## config.mk

```make
export PLATFORM = sky130hd
export DESIGN_NAME = braille_decoder_flat
export DESIGN_NICKNAME = d
export VERILOG_FILES = /design/src/rtl/braille_decoder_if.sv /design/src/rtl/braille_decoder.sv /design/src/flat_wrapper.sv
export SDC_FILE = /design/constraint.sdc
export NUM_CORES = 1
export LEC_CHECK = 0
export ABC_CLOCK_PERIOD_IN_PS = 2000
export CELL_PAD_IN_SITES_DETAIL_PLACEMENT = 0
export CELL_PAD_IN_SITES_GLOBAL_PLACEMENT = 1
export CORE_MARGIN = 5
export CORE_UTILIZATION = 42
export CTS_CLUSTER_SIZE = 40
export DETAILED_ROUTE_END_ITERATION = 10
export PLACE_DENSITY_LB_ADDON = 0.1
export SLEW_MARGIN = 20
export SYNTH_ARGS = -nofsm -noshare
export SYNTH_HDL_FRONTEND = slang
export SYNTH_SLANG_ARGS = --single-unit
```

## constraint.sdc

```tcl
create_clock -name clk -period 2 [get_ports clk]
set_input_delay 0.4 -clock clk [delete_from_list [all_inputs] [get_ports clk]]
set_output_delay 0.4 -clock clk [all_outputs]
set_load 0.01 [all_outputs]
```

## src/rtl/braille_decoder_if.sv

```systemverilog
// Cell-stream handshake and message-memory write port of the Braille decoder.
// "master" is the environment side (cell source plus RAM write port),
// "slave" is the decoder itself.
interface braille_decoder_if;
    logic [5:0] cell_in;
    logic       cell_valid;
    logic       cell_last;
    logic       cell_ready;
    logic [7:0] mem_addr;
    logic [7:0] mem_din;
    logic       mem_we;

    modport master (
        output cell_in,
        output cell_valid,
        output cell_last,
        input  cell_ready,
        input  mem_addr,
        input  mem_din,
        input  mem_we
    );

    modport slave (
        input  cell_in,
        input  cell_valid,
        input  cell_last,
        output cell_ready,
        output mem_addr,
        output mem_din,
        output mem_we
    );
endinterface

```

## src/rtl/braille_decoder.sv

```systemverilog
// Braille-to-ASCII decoder: resolves capital/number indicators, writes the
// decoded characters to addresses 1..N of the message RAM and the character
// count to address 0, then holds done until reset.
module braille_decoder #(
    parameter int unsigned MAX_LEN = 255
) (
    input  logic              clk,
    input  logic              reset,
    braille_decoder_if.slave  bus,
    output logic              done,
    output logic              bad_cell
);

    localparam logic [1:0] RECV = 2'd0;
    localparam logic [1:0] LEN  = 2'd1;
    localparam logic [1:0] DONE = 2'd2;

    localparam logic [5:0] CAP_IND  = 6'h01;
    localparam logic [5:0] NUM_IND  = 6'h17;
    localparam logic [7:0] LAST_CNT = 8'(MAX_LEN - 1);
    localparam logic [7:0] UNKNOWN  = 8'h3F;

    logic [1:0] state;
    logic [7:0] cnt;
    logic       cap_pend;
    logic       num_pend;

    logic       accept;
    logic       is_ind;
    logic       letter_hit;
    logic [7:0] letter_code;
    logic       punct_hit;
    logic [7:0] punct_code;
    logic       digit_hit;
    logic [7:0] digit_code;
    logic [7:0] dec_byte;
    logic       dec_bad;

    assign accept = bus.cell_ready && bus.cell_valid;
    assign is_ind = (bus.cell_in == CAP_IND) || (bus.cell_in == NUM_IND);

    // Lowercase letter lookup; 0x1A is always 's'.
    always_comb begin
        letter_hit  = 1'b1;
        letter_code = 8'h00;
        case (bus.cell_in)
            6'h20: letter_code = 8'h61;
            6'h28: letter_code = 8'h62;
            6'h30: letter_code = 8'h63;
            6'h34: letter_code = 8'h64;
            6'h24: letter_code = 8'h65;
            6'h38: letter_code = 8'h66;
            6'h3C: letter_code = 8'h67;
            6'h2C: letter_code = 8'h68;
            6'h18: letter_code = 8'h69;
            6'h1C: letter_code = 8'h6A;
            6'h22: letter_code = 8'h6B;
            6'h2A: letter_code = 8'h6C;
            6'h32: letter_code = 8'h6D;
            6'h36: letter_code = 8'h6E;
            6'h26: letter_code = 8'h6F;
            6'h3A: letter_code = 8'h70;
            6'h3E: letter_code = 8'h71;
            6'h2E: letter_code = 8'h72;
            6'h1A: letter_code = 8'h73;
            6'h1E: letter_code = 8'h74;
            6'h23: letter_code = 8'h75;
            6'h2B: letter_code = 8'h76;
            6'h1D: letter_code = 8'h77;
            6'h33: letter_code = 8'h78;
            6'h37: letter_code = 8'h79;
            6'h27: letter_code = 8'h7A;
            default: letter_hit = 1'b0;
        endcase
    end

    // Punctuation and space lookup.
    always_comb begin
        punct_hit  = 1'b1;
        punct_code = 8'h00;
        case (bus.cell_in)
            6'h00: punct_code = 8'h20;
            6'h0E: punct_code = 8'h21;
            6'h0A: punct_code = 8'h22;
            6'h39: punct_code = 8'h24;
            6'h35: punct_code = 8'h25;
            6'h2D: punct_code = 8'h26;
            6'h08: punct_code = 8'h27;
            6'h1B: punct_code = 8'h28;
            6'h1F: punct_code = 8'h29;
            6'h25: punct_code = 8'h2A;
            6'h16: punct_code = 8'h2B;
            6'h02: punct_code = 8'h2C;
            6'h09: punct_code = 8'h2D;
            6'h03: punct_code = 8'h2E;
            6'h13: punct_code = 8'h2F;
            6'h12: punct_code = 8'h3A;
            6'h11: punct_code = 8'h3C;
            default: punct_hit = 1'b0;
        endcase
    end

    // Digit lookup used only after a number indicator: a..i -> 1..9, 0x0F -> 0.
    always_comb begin
        digit_hit  = 1'b1;
        digit_code = 8'h00;
        case (bus.cell_in)
            6'h20: digit_code = 8'h31;
            6'h28: digit_code = 8'h32;
            6'h30: digit_code = 8'h33;
            6'h34: digit_code = 8'h34;
            6'h24: digit_code = 8'h35;
            6'h38: digit_code = 8'h36;
            6'h3C: digit_code = 8'h37;
            6'h2C: digit_code = 8'h38;
            6'h18: digit_code = 8'h39;
            6'h0F: digit_code = 8'h30;
            default: digit_hit = 1'b0;
        endcase
    end

    // Final character selection; a pending flag that cannot apply is an error
    // and the cell falls back to its plain meaning.
    always_comb begin
        dec_byte = UNKNOWN;
        dec_bad  = 1'b0;
        if (cap_pend && letter_hit) begin
            dec_byte = letter_code - 8'h20;
        end else if (num_pend && digit_hit) begin
            dec_byte = digit_code;
        end else begin
            dec_bad = cap_pend || num_pend;
            if (letter_hit) begin
                dec_byte = letter_code;
            end else if (punct_hit) begin
                dec_byte = punct_code;
            end else begin
                dec_byte = UNKNOWN;
                dec_bad  = 1'b1;
            end
        end
    end

    // Control FSM, character counter and registered memory/status outputs.
    always_ff @(posedge clk or negedge reset) begin
        if (!reset) begin
            state          <= RECV;
            cnt            <= '0;
            cap_pend       <= 1'b0;
            num_pend       <= 1'b0;
            bus.cell_ready <= 1'b1;
            bus.mem_addr   <= '0;
            bus.mem_din    <= '0;
            bus.mem_we     <= 1'b0;
            done           <= 1'b0;
            bad_cell       <= 1'b0;
        end else begin
            bus.mem_we <= 1'b0;
            case (state)
                RECV: begin
                    if (accept) begin
                        if (is_ind) begin
                            cap_pend <= (bus.cell_in == CAP_IND);
                            num_pend <= (bus.cell_in == NUM_IND);
                            if (cap_pend || num_pend) begin
                                bad_cell <= 1'b1;
                            end
                            // A trailing indicator has no character of its own,
                            // so the count write is issued straight away.
                            if (bus.cell_last) begin
                                bad_cell       <= 1'b1;
                                bus.cell_ready <= 1'b0;
                                bus.mem_we     <= 1'b1;
                                bus.mem_addr   <= '0;
                                bus.mem_din    <= cnt;
                                state          <= DONE;
                            end
                        end else begin
                            cap_pend     <= 1'b0;
                            num_pend     <= 1'b0;
                            bus.mem_we   <= 1'b1;
                            bus.mem_addr <= cnt + 8'd1;
                            bus.mem_din  <= dec_byte;
                            cnt          <= cnt + 8'd1;
                            if (dec_bad) begin
                                bad_cell <= 1'b1;
                            end
                            if (bus.cell_last || (cnt == LAST_CNT)) begin
                                bus.cell_ready <= 1'b0;
                                state          <= LEN;
                                if (!bus.cell_last) begin
                                    bad_cell <= 1'b1;
                                end
                            end
                        end
                    end
                end
                LEN: begin
                    bus.mem_we   <= 1'b1;
                    bus.mem_addr <= '0;
                    bus.mem_din  <= cnt;
                    state        <= DONE;
                end
                DONE: begin
                    done <= 1'b1;
                end
                default: begin
                    state <= DONE;
                end
            endcase
        end
    end

endmodule

```

## src/flat_wrapper.sv

```systemverilog
// flat-port wrapper written by rule: the top's interface ports become plain ports
module braille_decoder_flat 
#(
    parameter int unsigned MAX_LEN = 255
)
  (clk, reset, done, bad_cell, bus_cell_in, bus_cell_valid, bus_cell_last, bus_cell_ready, bus_mem_addr, bus_mem_din, bus_mem_we);
  braille_decoder_if bus_i ();
  input  logic clk;
  input  logic reset;
  output logic done;
  output logic bad_cell;
  input wire logic [$bits(bus_i.cell_in)-1:0] bus_cell_in;
  input wire logic [$bits(bus_i.cell_valid)-1:0] bus_cell_valid;
  input wire logic [$bits(bus_i.cell_last)-1:0] bus_cell_last;
  output wire logic [$bits(bus_i.cell_ready)-1:0] bus_cell_ready;
  output wire logic [$bits(bus_i.mem_addr)-1:0] bus_mem_addr;
  output wire logic [$bits(bus_i.mem_din)-1:0] bus_mem_din;
  output wire logic [$bits(bus_i.mem_we)-1:0] bus_mem_we;
  assign bus_i.cell_in = bus_cell_in;
  assign bus_i.cell_valid = bus_cell_valid;
  assign bus_i.cell_last = bus_cell_last;
  assign bus_cell_ready = bus_i.cell_ready;
  assign bus_mem_addr = bus_i.mem_addr;
  assign bus_mem_din = bus_i.mem_din;
  assign bus_mem_we = bus_i.mem_we;
  braille_decoder #(.MAX_LEN(MAX_LEN)) u_core (.clk(clk), .reset(reset), .bus(bus_i), .done(done), .bad_cell(bad_cell));
endmodule
```

==> flow_summary_export.csv, run 1 <==
group,metric,value,unit
status,status,"finished clean",
global_routing,grt_use_total,0.229,
worst_setup_path,crit_type,"primary input to flip-flop",
pwr,p_leak,1.60,nW
layout,drive_gt1_frac,0.309,
global_routing,grt_overflow_total,0,
floorplanning,die_w,86.8,um
synthesis,synthAdderAreaFrac,0.0101,
placement,pre_cts_ws,-0.522,ns
synthesis,seq_area_frac_synth,0.324,
layout,syn2layout_area_growth,49.2,%
pwr,pwr-share-seq,0.408,
timing,worst_slew_pin_slew,0.511,ns
synthesis,synth_compound_area_frac,0.316,
worst_setup_path,cp-startpoint,"bus_cell_in[4]",
synthesis,ys_types,67,
synthesis,synth-xor-area-share,0.0566,
synthesis,ys_ff_latch,32,
pwr,p_switching,0.437,mW
cts,clockRootBuffer,"clkbuf_8",
worst_setup_path,rr_endpoint,"u_core.bus.mem_din[2]",
pwr,clockPowerShare,0.331,
timing,layout_setup_ws,0.0640,ns
placement,place_congestion,0.899,
global_routing,antenna_found_initial,0,
cts,postCtsHoldBufs,0,
synthesis,synth_mux_area_frac,0.00808,
worst_setup_path,cp-end-kind,"flip-flop",
global_routing,grt_pass1_vias,2600,
timing,skew,0.00372,ns
layout,final_nets,423,
pwr,pwr_density_cell,429,nW/um^2
drt,route.detailed.drc,0,
timing,fin_crit_sh,0.968,
worst_setup_path,crit_required,2.16,ns
pwr,switching_share,0.275,
timing,setup_viol,0,
synthesis,synth_area,2480,um^2
pwr,vdd_ir_drop_max,0.452,mV
placement,place_area,3420,um^2
timing,max_freq,0.517,GHz
worst_setup_path,worstPathMaxFanout,6,
global_routing,grt_first_pass_wirelength,13500,um
floorplanning,start_util,0.426,
cts,cts_buffers,5,
layout,ff_latch_area,802,um^2
global_routing,grt_max_degree,33,
synthesis,synth_ff_type,"dfrtp_1",
hold_path,hp-class,"flip-flop to flip-flop",
synthesis,syn_inst,305,
timing,period_minus_slack,1.94,ns
synthesis,synth_top_family_by_area,"compound AO/OA/AOI/OAI gates",
worst_setup_path,crit_end,"u_core.bus.mem_din[2]",
synthesis,synth_edf_count,0,
synthesis,async_flop_share,1.00,
timing,maxSlewViolCount,0,
synthesis,postSynthAreaPerCell,8.12,um^2
layout,diodes,0,
cts,cts.clk_slew.worst_paths,0.06,ns
cts,cts_sinks,32,
synthesis,synth_nets,317,
synthesis,ys_warn_count,0,
floorplanning,rows,28,
placement,numPortBuffers,29,
drt,vias,2768,
synthesis,yosys.area_share.simple,0.234,
run,cap_violations,0,
pwr,combPwrFrac,0.261,
floorplanning,die_h,86.8,um
worst_setup_path,rr_startpoint,"u_core.bus.cell_ready",
floorplanning,dieArea,7530,um^2
cts,clk_latency,0.28,ns
drt,viasPerCell,5.70,
worst_setup_path,reg2reg_depth,6,
worst_setup_path,arrival,2.10,ns
floorplanning,ios,30,
placement,dp_hpwl,6130,um
drt,totalWireLength,8120,um
drt,drtIter0Drc,252,
worst_setup_path,r2r_slack,0.27,ns
layout,multi_input_area,1660,um^2
drt,wl_per_cell,16.7,um
layout,fin_area,3700,um^2
timing,relSlewSlack,0.656,
cts,htree_levels,2,
worst_setup_path,start_kind,"primary input",
timing,rsz0062_at_grt,"true",
cts,clock_path_buffers,2,
cts,cts_tree,"built",
layout,fillers,556,
floorplanning,core-area,5820,um^2
timing,hold_violations,0,
drt,ant_nets,0,
drt,dr.pass1.iters,5,
pwr,p_int,1.15,mW
## worst min path at each step
stage	depth (start not counted)	start	endpoint
2_1_floorplan	0	reset	u_core.bad_cell
3_3_place_gp	1	u_core.done	u_core.done
3_5_place_dp	1	u_core.done	u_core.done
4_1_cts	1	u_core.done	u_core.done
5_1_grt	1	u_core.done	u_core.done
6_report	1	u_core.done	u_core.done
## per-layer routing
metal | part of all wire | vias up | track usage
met1 | 0.49 | 1333 | 0.359
met2 | 0.44 | 91 | 0.322
li1 | - | 1336 | -
met3 | 0.063 | 8 | 0.0399
met4 | 0.0081 | 0 | 0.0552
met5 | 0 | - | 0
## sequential cells by signal, summed over array words and instances, names as in the netlist
register	cells
u_core.bus.mem_addr	8
u_core.bus.mem_din	8
u_core.cnt	8
u_core.state	2
u_core.bad_cell	1
u_core.bus.cell_ready	1
u_core.bus.mem_we	1
u_core.cap_pend	1
u_core.done	1
u_core.num_pend	1
## cell usage after synthesis, drive strengths merged (6+ instances only)
cell type,number,area share
xor2,7,0.025
nor2b,7,0.018
nor3,7,0.021
dfrtp,31,0.31
nor2,25,0.040
nand3,10,0.020
xnor2,9,0.032
buf,14,0.029
nand2b,7,0.018
nand2,39,0.059
clkbuf,6,0.0091
inv,9,0.014
a21oi,21,0.047
o21ai,30,0.061
## timing repair
item,4_1_cts,5_1_grt
setup endpoints to repair,13,5
pin swaps,9,2
gates cloned,3,0
buffers inserted,3,1
gates resized for setup,35,6
## placed cells by master (no fill, tap or decap), types with 7 or more instances in the layout
master / Yosys / final
buf_6: 0 / 8
dfrtp_1: 31 / 31
xor2_1: 7 / 7
inv_1: 8 / 8
clkdlybuf4s50_1: 0 / 23
a21oi_1: 20 / 18
buf_4: 1 / 80
clkbuf_8: 0 / 7
nand2b_1: 7 / 7
nand2_1: 39 / 37
o21ai_0: 27 / 23
xnor2_1: 9 / 9
nor2_1: 23 / 21
nand3_1: 10 / 10
## metrics by stage
step                power (mW)  TNS [ns]   util  hold slack, ns  cells
floorplan                0.839         0      -           0.104    305
global placement          1.03     -7.06  0.589           0.441    473
detailed placement        1.03     -7.87  0.589           0.454    473
CTS                       1.59         0  0.630           0.465    485
global route              1.67   -0.0108  0.636           0.490    486
finish                    1.59         0  0.636           0.457    486
## final cells by class
class	count	area share
multi-input cells	244	0.448
clock buffers	7	0.0261
inverters	9	0.00914
repair buffers	119	0.274
flip-flops and latches	32	0.217
well taps	75	0.0254
## power groups by stage
stage | clock, mW | sequential (mW) | combinational [mW]
floorplan | 0 | 0.659 | 0.180
global placement | 0 | 0.659 | 0.373
detailed placement | 0 | 0.659 | 0.371
CTS | 0.537 | 0.647 | 0.401
global route | 0.577 | 0.647 | 0.447
finish | 0.525 | 0.648 | 0.414
## critical path, stage by stage
cell           delay (ns)
dlygate4sd2_1        0.28
buf_6                0.15
and3_1               0.20
o211a_1              0.27
nor2_2               0.20
nor2_2               0.07
a32o_1               0.20
a2111o_1             0.33
## kinds of logic (layout without fill, tap and decap cells)
family / count (synthesis) / count (layout)
simple gates: 114 / 114
compound gates: 110 / 110
flops: 32 / 32
buf+inv: 29 / 135
xor+xnor: 16 / 16
fa+ha+maj: 2 / 2
mux: 2 / 2
(Power assumes the default switching activity.)
==> run 2: changes to the inputs <==
--- a/config.mk
+++ b/config.mk
@@ -8,7 +8,8 @@
 export ABC_CLOCK_PERIOD_IN_PS = 2000
 export CELL_PAD_IN_SITES_DETAIL_PLACEMENT = 0
 export CELL_PAD_IN_SITES_GLOBAL_PLACEMENT = 1
-export CORE_MARGIN = 5
+export CORE_ASPECT_RATIO = 1.5
+export CORE_MARGIN = 2
 export CORE_UTILIZATION = 42
 export CTS_CLUSTER_SIZE = 40
 export DETAILED_ROUTE_END_ITERATION = 10
==> run 2 against run 1 <==
First-iteration DRC count is 17% lower. Power is 12% higher. Utilization is 3.6 points higher. Clock skew is 0.0010 ns higher. Worst setup slack worse by 0.041 ns. Clock-buffer cell count stayed put. Via count is 2.2% higher.
==> flow_summary_export.csv, run 2 (synthesis gave the netlist of run 1 again) <==
group,metric,value,unit
status,status,"finished clean",
worst_setup_path,cp-end-kind,"flip-flop",
drt,drtIter0Drc,208,
timing,setup_viol,0,
cts,cts_buffers,5,
floorplanning,die_w,66.7,um
hold_path,hp-class,"flip-flop to flip-flop",
timing,fin_crit_sh,0.988,
placement,dp_hpwl,6700,um
placement,place_congestion,0.901,
cts,cts.clk_slew.worst_paths,0.07,ns
pwr,pwr_density_cell,459,nW/um^2
drt,viasPerCell,5.73,
placement,numPortBuffers,29,
hold_path,min-delay-start,"u_core.done",
pwr,power,1.77,mW
worst_setup_path,crit_type,"primary input to flip-flop",
layout,layout_commonest_cell,"buf_4",
global_routing,grt_first_pass_wirelength,13900,um
layout,syn2layout_area_growth,55.7,%
worst_setup_path,arrival,2.13,ns
timing,hold_violations,0,
timing,worst_slew_pin_slew,0.446,ns
timing,relSlewSlack,0.700,
global_routing,antenna_found_initial,0,
timing,skew,0.00475,ns
worst_setup_path,reg2reg_depth,6,
floorplanning,die_h,98.1,um
worst_setup_path,worstPathMaxFanout,7,
cts,clock_path_buffers,2,
global_routing,grt_overflow_total,0,
pwr,p_leak,1.67,nW
drt,vias,2830,
floorplanning,rows,34,
layout,mostFrequentLayoutCells,"buf_4 (88), nand2_1 (37), dfrtp_1 (31)",
layout,diodes,0,
global_routing,grt_pass1_vias,2866,
drt,totalWireLength,8910,um
drt,wl_per_cell,18.0,um
run,cap_violations,0,
hold_path,worstHoldPathCells,1,
layout,largestRegisters,"u_core.bus.mem_addr (8), u_core.bus.mem_din (8), u_core.cnt (8)",
worst_setup_path,r2r_slack,0.20,ns
cts,htree_levels,2,
drt,ant_nets,0,
timing,max_freq,0.506,GHz
cts,cts_sinks,32,
layout,final_nets,433,
timing,hold-worst-slack,0.461,ns
drt,dr.pass1.iters,4,
floorplanning,core-area,5740,um^2
timing,period_minus_slack,1.98,ns
worst_setup_path,crit_required,2.16,ns
cts,clockRootBuffer,"clkbuf_8",
worst_setup_path,rr_endpoint,"u_core.bus.mem_din[2]",
floorplanning,start_util,0.431,
cts,clk_latency,0.28,ns
cts,postCtsHoldBufs,0,
global_routing,grt_use_total,0.277,
timing,maxSlewViolCount,0,
floorplanning,ios,30,
hold_path,whs_endpoint,"u_core.done",
cts,cts_tree,"built",
worst_setup_path,start_kind,"primary input",
global_routing,grt_max_degree,33,
pwr,vdd_ir_drop_max,0.519,mV
layout,drive_gt1_frac,0.346,
floorplanning,dieArea,6540,um^2
drt,route.detailed.drc,0,
worst_setup_path,rr_startpoint,"u_core.bus.cell_ready",
==> run 2: changes by cell type in the layout (fill, tap and decap cells not counted), moves of 2 or more <==
cell	previous run	this run
buf_4	80	88
dlygate4sd2_1	6	1
clkbuf_2	0	3
nor2_4	0	3
a311oi_1	4	2
a311oi_2	0	2
nor2_2	4	2
==> run 2: worst max path at each step <==
| stage | cells past startpoint | to | start |
|---|---|---|---|
| 2_1_floorplan | 7 | u_core.bus.mem_din[2] | bus_cell_in[2] |
| 3_3_place_gp | 9 | u_core.bus.mem_din[3] | bus_cell_in[4] |
| 3_5_place_dp | 8 | u_core.bus.mem_din[2] | bus_cell_in[4] |
| 4_1_cts | 8 | u_core.bus.mem_din[2] | bus_cell_in[3] |
| 5_1_grt | 9 | u_core.bus.mem_din[2] | bus_cell_in[5] |
| 6_report | 9 | u_core.bus.mem_din[2] | bus_cell_in[5] |
==> run 2: power by group <==
group | switching, mW | internal [mW]
Sequential | 0 | 0.647
Combinational | 0.233 | 0.217
Clock | 0.235 | 0.439
Total | 0.468 | 1.30
==> run 2: routing by layer <==
layer	wire length, um	GRT usage	vias up	share of wire
li1	-	-	1356	-
met1	3480	0.323	1384	0.39
met2	4870	0.490	68	0.55
met3	227	0.0265	22	0.025
met4	329	0.138	0	0.037
met5	0	0	-	0
==> run 2: metrics by stage <==
| step | setup slack [ns] | instance area [um^2] | utilization | TNS [ns] | cells |
|---|---|---|---|---|---|
| after floorplan | 0.0997 | 2480 | - | 0 | 305 |
| after global placement | -0.553 | 3450 | 0.601 | -10.50 | 474 |
| after detailed placement | -0.583 | 3450 | 0.601 | -10.48 | 474 |
| after CTS | 0.0000466 | 3700 | 0.644 | 0 | 487 |
| after global routing | -0.0132 | 3860 | 0.671 | -0.0132 | 494 |
| final | 0.0235 | 3860 | 0.671 | 0 | 494 |
==> run 2: critical path: stages <==
cell and delay (ns):
dlygate4sd2_1 0.24, buf_6 0.13, or3b_4 0.39, a21oi_2 0.17, buf_4 0.16, o21ai_2 0.08, nand2_2 0.13, a2111oi_2 0.05
a2111o_1 0.38
==> run 2: final cells by class <==
class | count | area (um^2)
fill | 510 | 1890
multi-input combinational | 244 | 1700
timing repair buffer | 129 | 1100
sequential | 32 | 802
clock buffer | 7 | 96.3
tap | 72 | 90.1
inverter | 9 | 33.8
clock inverter | 1 | 30.0
==> run 2: what timing repair did <==
item                                    in CTS  in global routing
cloned                                       0                  1
gates resized for setup                     26                 29
pin swaps                                   12                 16
setup buffers                                5                  6
endpoints found under the setup margin      19                 13
==> run 3: changes to the inputs <==
--- a/config.mk
+++ b/config.mk
@@ -6,6 +6,7 @@
 export NUM_CORES = 1
 export LEC_CHECK = 0
 export ABC_CLOCK_PERIOD_IN_PS = 2000
+export CAP_MARGIN = 10
 export CELL_PAD_IN_SITES_DETAIL_PLACEMENT = 0
 export CELL_PAD_IN_SITES_GLOBAL_PLACEMENT = 1
 export CORE_ASPECT_RATIO = 1.5
==> results of run 3 <==
Final layout, timing and power as in run 2 (identical DEF).
